## config.mk

```make
export PLATFORM = sky130hd
export DESIGN_NAME = tenary_conv_sequencer
export DESIGN_NICKNAME = d
export VERILOG_FILES = /design/src/rtl/tenary_ctrl_pkg.sv /design/src/rtl/tenary_pipe_delay.sv /design/src/rtl/tenary_conv_sequencer.sv
export SDC_FILE = /design/constraint.sdc
export NUM_CORES = 1
export LEC_CHECK = 0
export CORE_MARGIN = 1
export CORE_UTILIZATION = 25
export CTS_BUF_LIST = sky130_fd_sc_hd__clkbuf_4 sky130_fd_sc_hd__clkbuf_8 sky130_fd_sc_hd__clkbuf_16
export CTS_CLUSTER_DIAMETER = 100
export DETAILED_ROUTE_END_ITERATION = 6
export PLACE_DENSITY = 0.49
export SETUP_SLACK_MARGIN = 0.5
export SLEW_MARGIN = 5
export SYNTH_ARGS = -nofsm -noshare
export SYNTH_HDL_FRONTEND = slang
export SYNTH_SLANG_ARGS = --single-unit
```

## constraint.sdc

```tcl
create_clock -name clk -period 1.7 [get_ports clk]
set_input_delay 0.34 -clock clk [delete_from_list [all_inputs] [get_ports clk]]
set_output_delay 0.34 -clock clk [all_outputs]
set_load 0.05 [all_outputs]
```

## src/rtl/tenary_ctrl_pkg.sv

```systemverilog
// Shared types, defaults and elaboration helpers for the ternary conv sequencer.
// Parameter legality is checked at elaboration by the top through params_ok().
package tenary_ctrl_pkg;

    typedef enum logic [2:0] {
        ST_IDLE  = 3'd0,
        ST_ACCUM = 3'd1,
        ST_FLUSH = 3'd2,
        ST_DRAIN = 3'd3,
        ST_DONE  = 3'd4
    } state_t;

    localparam int DEF_TI = 3;
    localparam int ITER   = 1;

    function automatic int calc_iter(input int input_channel, input int ti);
        return input_channel / ti;
    endfunction

    // Bits needed to hold values 0..n; never less than one bit.
    function automatic int cnt_w(input int n);
        return (n < 2) ? 1 : $clog2(n + 1);
    endfunction

    function automatic bit params_ok(input int input_size, input int ti,
                                     input int input_channel, input int addr_bits,
                                     input int pipe_lat);
        bit ok;
        ok = (ti >= 1) && (input_channel >= ti) && (input_channel % ti == 0);
        ok = ok && (input_channel / ti <= 255);
        ok = ok && (input_size >= 2) && (addr_bits >= 1) && (addr_bits <= 16);
        ok = ok && (input_size <= (1 << addr_bits));
        ok = ok && (pipe_lat >= 1) && (pipe_lat <= 8);
        return ok;
    endfunction

endpackage

```

## src/rtl/tenary_pipe_delay.sv

```systemverilog
// Delay line that aligns accumulator strobes with the adder pipeline.
// Bubbles travel as valid=0; clr is masked by valid at the output.
module tenary_pipe_delay #(
    parameter int DEPTH = 2,
    parameter int AW    = 4
) (
    input  logic          clk,
    input  logic          rst,
    input  logic          in_valid,
    input  logic          in_clr,
    input  logic [AW-1:0] in_addr,
    output logic          out_valid,
    output logic          out_clr,
    output logic [AW-1:0] out_addr
);

    logic [DEPTH-1:0] valid_q;
    logic [DEPTH-1:0] clr_q;
    logic [AW-1:0]    addr_q [DEPTH];

    always_ff @(posedge clk or posedge rst) begin
        if (rst) begin
            valid_q <= '0;
            clr_q   <= '0;
            for (int i = 0; i < DEPTH; i++) begin
                addr_q[i] <= '0;
            end
        end else begin
            valid_q[0] <= in_valid;
            clr_q[0]   <= in_clr;
            addr_q[0]  <= in_addr;
            for (int i = 1; i < DEPTH; i++) begin
                valid_q[i] <= valid_q[i-1];
                clr_q[i]   <= clr_q[i-1];
                addr_q[i]  <= addr_q[i-1];
            end
        end
    end

    assign out_valid = valid_q[DEPTH-1];
    assign out_clr   = clr_q[DEPTH-1] & valid_q[DEPTH-1];
    assign out_addr  = addr_q[DEPTH-1];

endmodule

```

## src/rtl/tenary_conv_sequencer.sv

```systemverilog
// Line sequencer for the ternary 3x3 adder: accumulates ITER channel groups
// per pixel into the line buffer, lets the pipeline retire, then drains it.
//
// state    | meaning
// ---------+--------------------------------------------------------------
// ST_IDLE  | waiting for start; grp_idx reads 0
// ST_ACCUM | accepting window beats, pix/grp advance on each accept
// ST_FLUSH | no accepts; waits PIPE_LAT cycles for last strobe to retire
// ST_DRAIN | presenting drain_addr to the requantiser with out_valid
// ST_DONE  | single-cycle done pulse
module tenary_conv_sequencer
    import tenary_ctrl_pkg::*;
#(
    parameter int INPUT_SIZE    = 16,
    parameter int TI            = DEF_TI,
    parameter int INPUT_CHANNEL = DEF_TI * ITER,
    parameter int ADDR_BITS     = 4,
    parameter int PIPE_LAT      = 2
) (
    input  logic                 clk,
    input  logic                 rst,
    input  logic                 start,
    output logic                 busy,
    output logic                 done,
    input  logic                 in_valid,
    output logic                 in_ready,
    output logic                 acc_en,
    output logic                 acc_clr,
    output logic [ADDR_BITS-1:0] acc_addr,
    output logic [7:0]           grp_idx,
    output logic                 out_valid,
    input  logic                 out_ready,
    output logic [ADDR_BITS-1:0] drain_addr
);

    localparam int N_ITER = calc_iter(INPUT_CHANNEL, TI);
    localparam int FW     = cnt_w(PIPE_LAT);

    localparam logic [ADDR_BITS-1:0] PIX_LAST   = ADDR_BITS'(INPUT_SIZE - 1);
    localparam logic [7:0]           GRP_LAST   = 8'(N_ITER - 1);
    localparam logic [FW-1:0]        FLUSH_LOAD = FW'(PIPE_LAT - 1);

    if (!params_ok(INPUT_SIZE, TI, INPUT_CHANNEL, ADDR_BITS, PIPE_LAT)) begin : g_bad_params
        $error("tenary_conv_sequencer: illegal parameter combination");
    end

    state_t               state;
    logic [ADDR_BITS-1:0] pix;
    logic [7:0]           grp;
    logic [FW-1:0]        flush_cnt;

    logic                 accept;
    logic                 push_clr;
    logic [ADDR_BITS-1:0] push_addr;

    assign in_ready  = (state == ST_ACCUM);
    assign out_valid = (state == ST_DRAIN);
    assign busy      = (state != ST_IDLE);
    assign done      = (state == ST_DONE);
    assign grp_idx   = grp;

    assign accept    = in_valid & in_ready;
    assign push_clr  = accept & (grp == 8'd0);
    assign push_addr = accept ? pix : '0;

    always_ff @(posedge clk or posedge rst) begin
        if (rst) begin
            state      <= ST_IDLE;
            pix        <= '0;
            grp        <= '0;
            flush_cnt  <= '0;
            drain_addr <= '0;
        end else begin
            case (state)
                ST_IDLE: begin
                    if (start) begin
                        state <= ST_ACCUM;
                        pix   <= '0;
                        grp   <= '0;
                    end
                end
                ST_ACCUM: begin
                    if (accept) begin
                        if (pix == PIX_LAST) begin
                            pix <= '0;
                            // grp holds its last value through FLUSH/DRAIN for bank select
                            if (grp == GRP_LAST) begin
                                state     <= ST_FLUSH;
                                flush_cnt <= FLUSH_LOAD;
                            end else begin
                                grp <= grp + 8'd1;
                            end
                        end else begin
                            pix <= pix + 1'b1;
                        end
                    end
                end
                ST_FLUSH: begin
                    if (flush_cnt == '0) begin
                        state      <= ST_DRAIN;
                        drain_addr <= '0;
                    end else begin
                        flush_cnt <= flush_cnt - 1'b1;
                    end
                end
                ST_DRAIN: begin
                    if (out_ready) begin
                        if (drain_addr == PIX_LAST) begin
                            state <= ST_DONE;
                        end else begin
                            drain_addr <= drain_addr + 1'b1;
                        end
                    end
                end
                ST_DONE: begin
                    state      <= ST_IDLE;
                    grp        <= '0;
                    drain_addr <= '0;
                end
                default: state <= ST_IDLE;
            endcase
        end
    end

    tenary_pipe_delay #(
        .DEPTH (PIPE_LAT),
        .AW    (ADDR_BITS)
    ) u_pipe_delay (
        .clk       (clk),
        .rst       (rst),
        .in_valid  (accept),
        .in_clr    (push_clr),
        .in_addr   (push_addr),
        .out_valid (acc_en),
        .out_clr   (acc_clr),
        .out_addr  (acc_addr)
    );

endmodule

```

==> qor.yml <==
status: "finished with violations"
violations: "negative setup slack"
relSlewSlack_pct: 71.8
cts-htree-levels: 2
antenna_found_initial: 0
synth_top_cell_by_area: "dfrtp_1"
cp-start-kind: "register"
avgSynthCellArea_um2: 10.2
peakVddDrop_mv: 0.528
clkPwrFrac_pct: 26.3
fmax_mhz: 567
wl_per_cell_um: 14.4
die_h_um: 82.5
ios: 27
grt_max_degree: 34
ys_seq_area_share_pct: 51.0
antennaDiodeCount: 0
synth_edf_count: 0
clockBufferDepth: 2
hold_viol: 0
clock-root-buffer: "clkbuf_8"
p_seq_share_pct: 34.2
vias: 1503
fin_util_pct: 48.6
cts_tree: "built"
port_buffers: 26
yosys_warnings: 0
critical-path-max-stage-delay_ns: 0.43
path_max_fanout: 3
rows: 28
tightest_slew_ns: 0.423
cts.clk_slew.worst_paths_ns: 0.07
drc: 0
powerDensity_nw_per_um2: 1010
pwr-share-comb_pct: 39.5
fin_skew_ns: 0.00664
place_congestion: 0.795
syn-cell-area_um2: 1620
slowest_stage: "or3b_4"
grt_first_pass_wirelength_um: 7040
die_area_um2: 6800
min_path_type: "register to register"
drv_slew: 0
viasPerCell: 4.83
postSynthNetCount: 168
ant_nets: 0
worst_ep_required_time_ns: 1.36
grt_pass1_vias: 1472
overflow: 0
die_x_um: 82.5
cts-buffers-inserted: 5
internal_power_mw: 2.00
core_area_um2: 6100
dp_hpwl_um: 2640
cp.arrival_ns: 1.42
crit_chain: "or3b_4 -> buf_6 -> inv_8 -> buf_12"
drtPass1Iterations: 4
synthTopCellsByArea: "dfrtp_1 51%, ha_1 3.9%, and3_1 3.5%"
setup_viol: 1
initial_core_util_pct: 26.6
worstSetupPathType: "register to output pin"
place_inst: 265
postSynthCellCount: 158
synthToLayoutAreaGrowth_pct: 83.0
switchingPower_mw: 0.998
p_leak_nw: 1.35
critPathTopFamily: "simple AND/OR/NAND/NOR gates"
finalWirelength_um: 4490
ys_async_sr_fraction_pct: 100
post-route-min-period_ns: 1.76
timing.final.ws_setup_ns: -0.0630
ys.flop_type: "dfrtp_1"
synth_top_area_share_pct: 51.0
p_sw_share_pct: 33.3
hold_buffers: 0
grt_util_all_layers_pct: 14.5
nets: 245
post-route-period-util_pct: 104
instances_no_fill: 311
synth_cell_types: 40
crit_path_end_kind: "output pin"
r2r_slack_ns: 0.02
drtIter0Drc: 90
critPathBufInv: 3
drive_gt1_share_pct: 63.6
synth.ff_latch_count: 33
clock_sink_count: 33
rsz0062_at_grt: "yes"
cap_viol_max_count: 0
clock_latency_ns: 0.29
## cell type report
type,count,area [um2]
Clock buffer,7,90.1
Clock inverter,1,30.0
Fill cell,557,3130
Inverter,11,58.8
Multi-Input combinational cell,102,937
Sequential cell,33,841
Tap cell,75,93.8
Timing Repair Buffer,82,912
## synthesized netlist by cell type, types with 2 or more instances
cell and instances:
nand2b_1 3, and2_1 2, nor3b_1 2, a21o_1 4, nand3_1 10, nor3_1 5, mux2i_1 3, buf_2 3
nor2_1 6, a31oi_1 6, inv_1 11, clkbuf_1 2, ha_1 5, buf_6 2, buf_4 4, and4_1 2
o21ai_0 9, nand2_1 9, a21oi_1 6, o31ai_1 2, and3_1 9, a41oi_1 3, dfrtp_1 33
## layout by cell type (no fill, tap or decap), types with 5 or more instances in the layout
| cell type | netlist | final |
|---|---|---|
| dfrtp_2 | 0 | 12 |
| and3_4 | 0 | 6 |
| inv_1 | 11 | 5 |
| buf_8 | 0 | 8 |
| buf_4 | 4 | 36 |
| buf_6 | 2 | 23 |
| nand3_2 | 0 | 5 |
| nor2_1 | 6 | 5 |
| clkbuf_8 | 0 | 6 |
| buf_12 | 0 | 11 |
| dfrtp_1 | 33 | 21 |
## flip-flops by register name, indices dropped and copies added (netlist names)
signal	count
u_pipe_delay.clr_q	2
state	3
u_pipe_delay.out_addr	4
flush_cnt	2
u_pipe_delay.addr_q	4
drain_addr	4
u_pipe_delay.valid_q	2
pix	4
grp_idx	8
## power groups by stage
stage | clock network (mW) | logic [mW] | registers, mW
5_1_grt | 0.842 | 1.25 | 1.04
2_1_floorplan | 0 | 0.406 | 1.14
4_1_cts | 0.797 | 1.04 | 1.02
3_5_place_dp | 0 | 0.729 | 1.04
6_report | 0.788 | 1.18 | 1.02
3_3_place_gp | 0 | 0.715 | 1.03
## routing by layer
metal,share of wire (%),track usage (%)
met5,0,0
met4,1.3,7.02
met3,3.4,4.29
met2,52,23.0
met1,43,17.9
## worst paths after layout
| path | start | cells past startpoint | to |
|---|---|---|---|
| max | state[1] | 4 | in_ready |
| min | u_pipe_delay.addr_q[7] | 0 | u_pipe_delay.out_addr[3] |
| max reg2reg | state[1] | 8 | flush_cnt[0] |
| min reg2reg | u_pipe_delay.addr_q[7] | 0 | u_pipe_delay.out_addr[3] |
| max in group asynchronous | rst | 3 | grp_idx[5] |
| min in group asynchronous | rst | 3 | grp_idx[6] |
## timing repair
item                       4_1_cts  5_1_grt
setup endpoints to repair       44       49
resized for setup               74       17
pin swaps                       16        9
cloned                           0        0
buffers inserted                28       10
## logic make-up (layout without fill, tap and decap cells)
kind of cell | after synthesis | in the layout | synth area share, %
DFF | 33 | 33 | 51.0
AOI/OAI and AO/OA | 37 | 37 | 15.7
buffers and inverters | 23 | 101 | 7.42
and+or+nand+nor | 57 | 57 | 20.2
adders and majority gates | 5 | 5 | 3.86
muxes | 3 | 3 | 1.85
## stage by stage
stage	setup TNS [ns]	hold slack, ns	area, um2	power (mW)	worst slack, ns
2_1_floorplan	-0.474	0.331	1740	1.54	-0.0900
3_3_place_gp	-0.516	0.335	2210	1.75	-0.119
3_5_place_dp	-0.970	0.335	2210	1.77	-0.157
4_1_cts	-0.0704	0.350	2820	2.85	-0.0704
5_1_grt	-0.304	0.356	2960	3.13	-0.108
6_report	-0.0630	0.348	2960	2.99	-0.0630
Power figures use the tool's default switching activity.
